**config.mk**
```make
export PLATFORM = sky130hd
export DESIGN_NAME = stopwatch_ctrl
export DESIGN_NICKNAME = d
export VERILOG_FILES = /design/src/rtl/stopwatch_ctrl.sv
export SDC_FILE = /design/constraint.sdc
export NUM_CORES = 1
export LEC_CHECK = 0
export BUFFER_PORTS_ARGS = -buffer_cell sky130_fd_sc_hd__buf_2
export CORE_MARGIN = 2
export CORE_UTILIZATION = 45
export CTS_BUF_LIST = sky130_fd_sc_hd__clkbuf_2 sky130_fd_sc_hd__clkbuf_4 sky130_fd_sc_hd__clkbuf_8
export CTS_CLUSTER_SIZE = 12
export DETAILED_ROUTE_END_ITERATION = 10
export GPL_TIMING_DRIVEN = 0
export HOLD_SLACK_MARGIN = 0.1
export SLEW_MARGIN = 15
export SYNTH_ARGS = -nofsm -noshare
export SYNTH_HDL_FRONTEND = slang
export SYNTH_SLANG_ARGS = --single-unit
```
**constraint.sdc**
```tcl
create_clock -name clk -period 2.8 [get_ports clk]
set_input_delay 0.28 -clock clk [delete_from_list [all_inputs] [get_ports clk]]
set_output_delay 0.28 -clock clk [all_outputs]
set_load 0.05 [all_outputs]
```
**src/rtl/stopwatch_ctrl.sv**
```systemverilog
// Stopwatch run/stop/lap/clear controller with a packed-BCD mm:ss.hh time base.
// Optional build macro STOPWATCH_SATURATE_EN: hold at MIN_MAX:59.99 instead of wrapping.
module stopwatch_ctrl #(
  parameter int TICK_DIV = 500000,
  parameter int MIN_MAX  = 59
) (
  input  logic       clk,
  input  logic       rst,
  input  logic       start_stop,
  input  logic       lap,
  input  logic       clear,
  output logic [7:0] ms_bcd,
  output logic [7:0] s_bcd,
  output logic [7:0] min_bcd,
  output logic       running,
  output logic       lap_active,
  output logic       ovf
);

  localparam int                PSC_W    = $clog2(TICK_DIV);
  localparam logic [PSC_W-1:0]  PSC_LAST = PSC_W'(TICK_DIV - 1);
  localparam logic [7:0]        MIN_TOP  = {4'(MIN_MAX / 10), 4'(MIN_MAX % 10)};
  localparam logic [23:0]       TIME_TOP = {MIN_TOP, 8'h59, 8'h99};

  typedef enum logic [1:0] {IDLE, RUN, LAP, STOP} state_t;

  state_t           state_q, state_d;
  logic [PSC_W-1:0] psc_q, psc_d;
  logic [23:0]      live_q, live_d, snap_q, snap_d, live_inc, disp_d;
  logic [7:0]       ms_n, s_n, m_n;
  logic             c_ms, c_s, c_m, wrap_ev, ovf_d, counting, tick;

  // Two-digit BCD increment: returns {carry_out, next}; wraps to 00 after top.
  function automatic logic [8:0] bcd_inc(input logic [7:0] v, input logic [7:0] top);
    if (v == top)
      bcd_inc = 9'h100;
    else if (v[3:0] == 4'd9)
      bcd_inc = {1'b0, v[7:4] + 4'd1, 4'd0};
    else
      bcd_inc = {1'b0, v[7:4], v[3:0] + 4'd1};
  endfunction

  assign counting = (state_q == RUN) || (state_q == LAP);
  assign tick     = counting && (psc_q == PSC_LAST);

  // Whole carry chain resolves in one cycle.
  always_comb begin
    {c_ms, ms_n} = bcd_inc(live_q[7:0],   8'h99);
    {c_s,  s_n}  = bcd_inc(live_q[15:8],  8'h59);
    {c_m,  m_n}  = bcd_inc(live_q[23:16], MIN_TOP);
    wrap_ev      = c_ms && c_s && c_m;
    live_inc     = live_q;
    live_inc[7:0] = ms_n;
    if (c_ms) live_inc[15:8] = s_n;
    if (c_ms && c_s) live_inc[23:16] = m_n;
`ifdef STOPWATCH_SATURATE_EN
    if (wrap_ev) live_inc = TIME_TOP;
`endif
  end

  always_comb begin
    state_d = state_q;
    psc_d   = psc_q;
    live_d  = live_q;
    snap_d  = snap_q;
    ovf_d   = ovf;
    // Counting follows the pre-edge state, so a tick on a RUN->STOP edge still lands.
    if (counting) psc_d = tick ? '0 : psc_q + 1'b1;
    if (tick) begin
      live_d = live_inc;
      ovf_d  = ovf || wrap_ev;
    end
    if (clear) begin
      state_d = IDLE;
      psc_d   = '0;
      live_d  = '0;
      snap_d  = '0;
      ovf_d   = 1'b0;
    end else if (start_stop) begin
      case (state_q)
        IDLE:    state_d = RUN;
        RUN:     state_d = STOP;
        LAP:     state_d = STOP;
        STOP:    state_d = RUN;
        default: state_d = IDLE;
      endcase
    end else if (lap) begin
      if (state_q == RUN) begin
        state_d = LAP;
        snap_d  = live_q;
      end else if (state_q == LAP) begin
        state_d = RUN;
      end
    end
    disp_d = (state_d == LAP) ? snap_d : live_d;
  end

  always_ff @(posedge clk) begin
    if (rst) begin
      state_q    <= IDLE;
      psc_q      <= '0;
      live_q     <= '0;
      snap_q     <= '0;
      ovf        <= 1'b0;
      running    <= 1'b0;
      lap_active <= 1'b0;
      min_bcd    <= 8'h00;
      s_bcd      <= 8'h00;
      ms_bcd     <= 8'h00;
    end else begin
      state_q    <= state_d;
      psc_q      <= psc_d;
      live_q     <= live_d;
      snap_q     <= snap_d;
      ovf        <= ovf_d;
      running    <= (state_d == RUN) || (state_d == LAP);
      lap_active <= (state_d == LAP);
      {min_bcd, s_bcd, ms_bcd} <= disp_d;
    end
  end

endmodule
```
==> run metrics, run 1 <==
outcome=completed; maximum vdd drop=203 uV; Post-Synthesis Cells=478; final cell utilization of the core=a little over half; clock buffer depth=2; Worst-Skew Late Latency=approximately 0.37 ns; via/cell ratio=5.46; Layout fillers=872; post-synthesis register bit count=between 90 and 100; Worst slew margin=between 30% and 40%; mapped cell area=0.00430 mm^2; ratio of final minimum period to clock period=93.8%; DP HPWL=7.50 mm; Layout Nets=538; Ys Warns=0; endpoints failing setup=0; Via Count=3559; Final WS setup=0.172 ns; H-tree depth=3; Tightest Pin Transition=about 0.93 ns; syn nets=498; DP Area=around 0.0046 mm^2; Setup TNS=0 ns; Post-synth top flop=dfxtp_1; P_int=1.84 mW; hold-fix buffer count after cts=0; TritonCTS Sinks=96; antenna viol nets, final=0; CORE AREA=0.00924 mm^2; Final Max Tran Viols=0; CP startpoint kind=flop; port bufs=31; final count of hold timing violations=0; Arr. time, crit path=2.91 ns; share of layout cells above drive strength 1=13.2%; worst-path maximum fanout=7; max-cap viol count=0; fin cells=652; sw frac=between 20% and 30%; Switch Pwr=621 uW; fmax=between 0.3 and 0.4 GHz; CTS tree=yes; footprint of the multi-input gates=0.00219 mm^2; Seq pwr share=a little under three fifths; register area share after synthesis=44.7%; CP Capture Type=flop; initial antenna violation count=0; Synth cell types=58; # diodes=0; post-route cell area=0.00482 mm^2; total congestion overflow=0; worst path required time=~3 ns; overall routed net length=10.6 mm; DRC errors left=0; Combinational Power Share=6.1%; Die Wd=around 100 um; Pre-Repair DR Iteration Count=4; FFs w/ async S/R, synth=0%; LEAKAGE=1.93 nW; Iteration-0 DRC Markers=around 260; largest net degree at the start of global routing=17; Post-synth EDFFs=0; WL/cell=16.3 um; placer congestion estimate=0.871; gr usage total=between 20% and 30%; worst setup path class=reg2reg; die area=0.0104 mm^2; Power Dens Cells=510 mW/mm^2; Die Span Y=between 100 and 150 um; Place WS=-0.294 ns; Clock transition at path regs=0.10 ns; min cycle time layout=2.63 ns; clk_skew=roughly 0.015 ns; Num CTS Buffers=9; dpl cells=between 600 and 700; Mean Syn Cell Area=9.00 um^2; number of global-route vias before repair=3345; clock share of power=between 30% and 40%; unrepaired setup endpoints after global routing=false; Starting Density=46.5%; Hold Crit Class=in2reg; Area Growth Syn to Fin=12.2%; first-pass GRT wire length=17.7 mm; Storage cell area=slightly below 0.002 mm^2; row count=35; clock tree root driver cell=clkbuf_8; I/O pin count=32
-- kinds of logic (layout without fill, tap and decap cells) --
logic type                 count (synthesis)  count (layout)  share of synthesized area, %
DFF                                       96              96                          44.7
xor gates and xnor gates                  13              13                          2.65
muxes                                     31              31                          7.24
and+or+nand+nor                          190             190                          23.0
adders and majority gates                 15              15                          4.36
AOI/OAI and AO/OA                         86              86                          13.4
buffers and inverters                     47              92                          4.74
-- Yosys cell counts, types with 6 or more instances --
cell / instances / area [um^2]
a21oi_1: 19 / 95.1
clkbuf_1: 20 / 75.1
dfxtp_1: 96 / 1920
ha_1: 15 / 188
inv_1: 18 / 67.6
mux2i_1: 30 / 300
nand2_1: 25 / 93.8
nand3_1: 16 / 80.1
nand4_1: 13 / 81.3
nor2_1: 72 / 270
nor3_1: 11 / 55.1
o21a_1: 10 / 75.1
o21ai_0: 19 / 95.1
o31ai_1: 6 / 45.0
or3_1: 7 / 43.8
xnor2_1: 7 / 61.3
xor2_1: 6 / 52.6
-- layer usage --
layer | global-route usage (%) | part of all wire, %
met5 | 0 | 0
met4 | 6.76 | 1.5
met3 | 2.90 | 4.0
met2 | 33.5 | 44
met1 | 32.9 | 51
-- worst paths after layout --
check / start / endpoint / slack [ns] / cells after the start
max: psc_q[0]$_SDFFE_PP0P_ / min_bcd[3]$_SDFF_PP0_ / 0.17 / 8
min: start_stop / state_q[0]$_SDFF_PP0_ / 0.22 / 3
max reg2reg: psc_q[0]$_SDFFE_PP0P_ / min_bcd[3]$_SDFF_PP0_ / 0.17 / 8
min reg2reg: ovf$_SDFFE_PP0N_ / ovf$_SDFFE_PP0N_ / 0.48 / 2
-- layout by cell type, fill, tap and decap left out, drive strengths merged, types with 7 or more instances in the layout --
cell type	synthesis	layout
inv	18	18
nor2	72	72
ha	15	15
xnor2	7	7
o21a	10	10
nand4	13	13
nor3	11	11
nand3	16	16
clkbuf	20	29
buf	8	39
or3	7	7
mux2i	30	30
dfxtp	96	96
o21ai	20	20
a21oi	20	20
nand2	25	25
-- critical path, stage by stage, from the launching register on --
cell and delay [ns]:
dfxtp_1 0.48, ha_1 0.29, and4b_1 0.21, clkbuf_1 0.22
and3_1 0.19, clkbuf_1 0.26, nand2_1 0.19, o41a_1 0.47
a221oi_1 0.23
-- registers in the layout, summed over array words and instances, names as in the netlist --
register	cells
live_q	24
snap_q	24
psc_q	19
min_bcd	8
ms_bcd	8
s_bcd	8
state_q	2
lap_active	1
ovf	1
running	1
-- power groups by stage --
stage                     clock network [mW]  logic, mW  registers [mW]
after detailed placement                   0      0.148            1.41
after floorplan                            0     0.0650            1.45
after global routing                    1.00      0.162            1.38
final                                  0.932      0.149            1.38
after global placement                     0      0.148            1.41
after CTS                              0.941      0.148            1.38
-- final cells by class --
type / instances / area share, %
multi-input cells: 335 / 45.4
plain buffers: 27 / 2.65
repair buffers: 31 / 3.22
flip-flops and latches: 96 / 39.8
clock inverters: 6 / 1.45
well taps: 129 / 3.35
clock buffers: 10 / 2.72
inverters: 18 / 1.40
-- timing repair --
item / CTS / global route
gates resized for setup: 2 / 12
setup buffers: 0 / 0
endpoints found under the setup margin: 10 / 42
-- stage by stage --
stage	total power, mW	hold slack (ns)
finish	2.46	0.217
global route	2.55	0.224
CTS	2.47	0.208
detailed placement	1.56	0.463
global placement	1.56	0.454
floorplan	1.51	0.422
No activity file was read; power rests on OpenSTA's default activity.
==> run 2, diff against run 1 <==
- RECOVER_POWER: default -> 50
==> run metrics, run 2 (synthesis gave the netlist of run 1 again) <==
H-tree depth=3 (unchanged); Final Max Tran Viols=0 (unchanged); P_int=1.84 mW (-0.23%); Top Registers=live_q x24, snap_q x24, psc_q x19; clk_skew=0.0139 ns (-0.00103 ns); LEAKAGE=1.80 nW (-6.6%); hold-fix buffer count after cts=0 (unchanged); most frequent cells in the layout=dfxtp_1, nor2_1, clkbuf_1; clock buffer depth=2 (unchanged); post-route cell area=0.00477 mm^2 (-1.0%); Pre-Repair DR Iteration Count=4 (unchanged); Hold Crit Class=in2reg; I/O pin count=32 (unchanged); number of global-route vias before repair=3345 (unchanged); Power Dens Cells=514 mW/mm^2 (+0.86%); slowest cell delay on critical path=0.48 ns (about the same); maximum vdd drop=204 uV (+0.67%); wl on met1=5.45 mm (+0.37%); Num CTS Buffers=9 (unchanged); DRC errors left=0 (unchanged); Post-CTS Setup Inserts=0 (unchanged); Arr. time, crit path=2.89 ns (-0.02 ns); Starting Density=46.5% (unchanged); worst-path maximum fanout=7 (unchanged); row count=35 (unchanged); min cycle time layout=2.61 ns (-0.0198 ns); largest net degree at the start of global routing=17 (unchanged); Layout Nets=538 (unchanged); die area=0.0104 mm^2 (unchanged); most used cell, CP=clkbuf_1; Combinational Power Share=5.9% (-0.2 points); slowest CP cell=dfxtp_1; metal3 WL=482 um (+14%); via/cell ratio=5.47 (+0.28%); Switch Pwr=620 uW (about the same); # diodes=0 (unchanged); most common cell after layout, fill and taps aside=dfxtp_1; antenna viol nets, final=0 (unchanged); final count of hold timing violations=0 (unchanged); Via Count=3569 (+0.28%); initial antenna violation count=0 (unchanged); Worst-Skew Late Latency=0.37 ns (about the same); WL/cell=16.4 um (+0.54%); WL met2=4.62 mm (-0.11%); outcome=completed; fin cells=652 (unchanged); Design Power=2.46 mW (-0.19%); total congestion overflow=0 (unchanged); hold path cells=3 (unchanged); unrepaired setup endpoints after global routing=false; CP Capture Type=flop; DP Area=0.00462 mm^2 (unchanged); clock tree root driver cell=clkbuf_8; sw frac=25.3% (+0.031 points); Tightest Pin Transition=0.934 ns (+0.00581 ns); Area Growth Syn to Fin=11.0%; worst path required time=3.08 ns (about the same); endpoints failing setup=0 (unchanged); gr usage total=22.2% (unchanged); Critical Path, Cell by Cell=ha_1 -> and4b_1 -> clkbuf_1 -> and3_1 -> clkbuf_1 -> nand2_1 -> o41a_1 -> a221oi_1; TritonCTS Sinks=96 (unchanged); clock share of power=37.9% (about the same); Top Layer Used=met4; worst setup path class=reg2reg; Worst slew margin=37.8% (-0.39 points); dpl cells=638 (unchanged); worst reg-to-reg path cell count=8 (unchanged); Setup TNS=0 ns (unchanged); Clock transition at path regs=0.10 ns (about the same); Die Wd=102 um (unchanged); worst hold slack=0.214 ns (-0.00285 ns); share of layout cells above drive strength 1=7.27% (-5.9 points); Seq pwr share=56.2% (about the same); overall routed net length=10.7 mm (+0.54%); placer congestion estimate=0.871 (unchanged); Iteration-0 DRC Markers=288 (+10%); ratio of final minimum period to clock period=93.1% (-0.71 points); Die Span Y=102 um (unchanged); fmax=0.383 GHz (+0.76%); CTS tree=yes; first-pass GRT wire length=17.7 mm (unchanged); CP startpoint kind=flop; port bufs=31 (unchanged); CORE AREA=0.00924 mm^2 (unchanged); max-cap viol count=0 (unchanged); DP HPWL=7.50 mm (unchanged)
==> run 2: cell count changes in the layout (fill, tap and decap cells not counted) <==
cell,delta
buf_1,-3
buf_2,-28
buf_6,-1
clkbuf_1,+32
or4_1,+1
or4_4,-1
or4b_1,+1
or4b_4,-1
==> run 2: area by class of cell <==
| type | count | area [um^2] |
|---|---|---|
| buffer | 27 | 120 |
| clock buffer | 10 | 131 |
| clock inverter | 6 | 70.1 |
| fill | 887 | 4470 |
| inverter | 18 | 67.6 |
| multi-input combinational | 335 | 2180 |
| sequential | 96 | 1920 |
| tap | 129 | 161 |
| timing repair buffer | 31 | 120 |
==> run 2: metrics by stage <==
stage	worst slack [ns]	utilization [%]
after floorplan	0.323	-
after global placement	-0.365	50.0
after detailed placement	-0.294	50.0
after CTS	0.00256	52.1
after global routing	0.0288	51.7
final	0.192	51.7
==> run 2: power groups by stage <==
stage,Clock (mW),Combinational [mW],Sequential [mW]
2_1_floorplan,0,0.0650,1.45
3_3_place_gp,0,0.148,1.41
3_5_place_dp,0,0.148,1.41
4_1_cts,0.941,0.148,1.38
5_1_grt,1.00,0.157,1.38
6_report,0.931,0.146,1.38
==> run 2: metal layers <==
layer	vias up	global-route usage, %
li1	1785	-
met1	1694	32.9
met2	78	33.5
met3	12	2.90
met4	0	6.76
met5	-	0
==> run 2: repair_timing <==
item / CTS / global route
hold endpoints to repair: 0 / 0
gates cloned: 0 / 0
setup endpoints to repair: 10 / 42
resized for setup: 2 / 12
==> run 2: path summary, 6_finish.rpt <==
kind | startpoint | end | slack [ns]
hold / removal | start_stop | state_q[0]$_SDFF_PP0_ | 0.21
hold reg to reg | ovf$_SDFFE_PP0N_ | ovf$_SDFFE_PP0N_ | 0.49
setup / recovery | psc_q[0]$_SDFFE_PP0P_ | min_bcd[3]$_SDFF_PP0_ | 0.19
setup reg to reg | psc_q[0]$_SDFFE_PP0P_ | min_bcd[3]$_SDFF_PP0_ | 0.19
==> run 2: worst max-delay path: cells and delay by family, from the launching register on <==
family                     cells  cell delay [ns]
adders and majority gates      1             0.29
DFF                            1             0.48
buffers and inverters          2             0.47
and+or+nand+nor                3             0.59
AOI/OAI and AO/OA              2             0.70
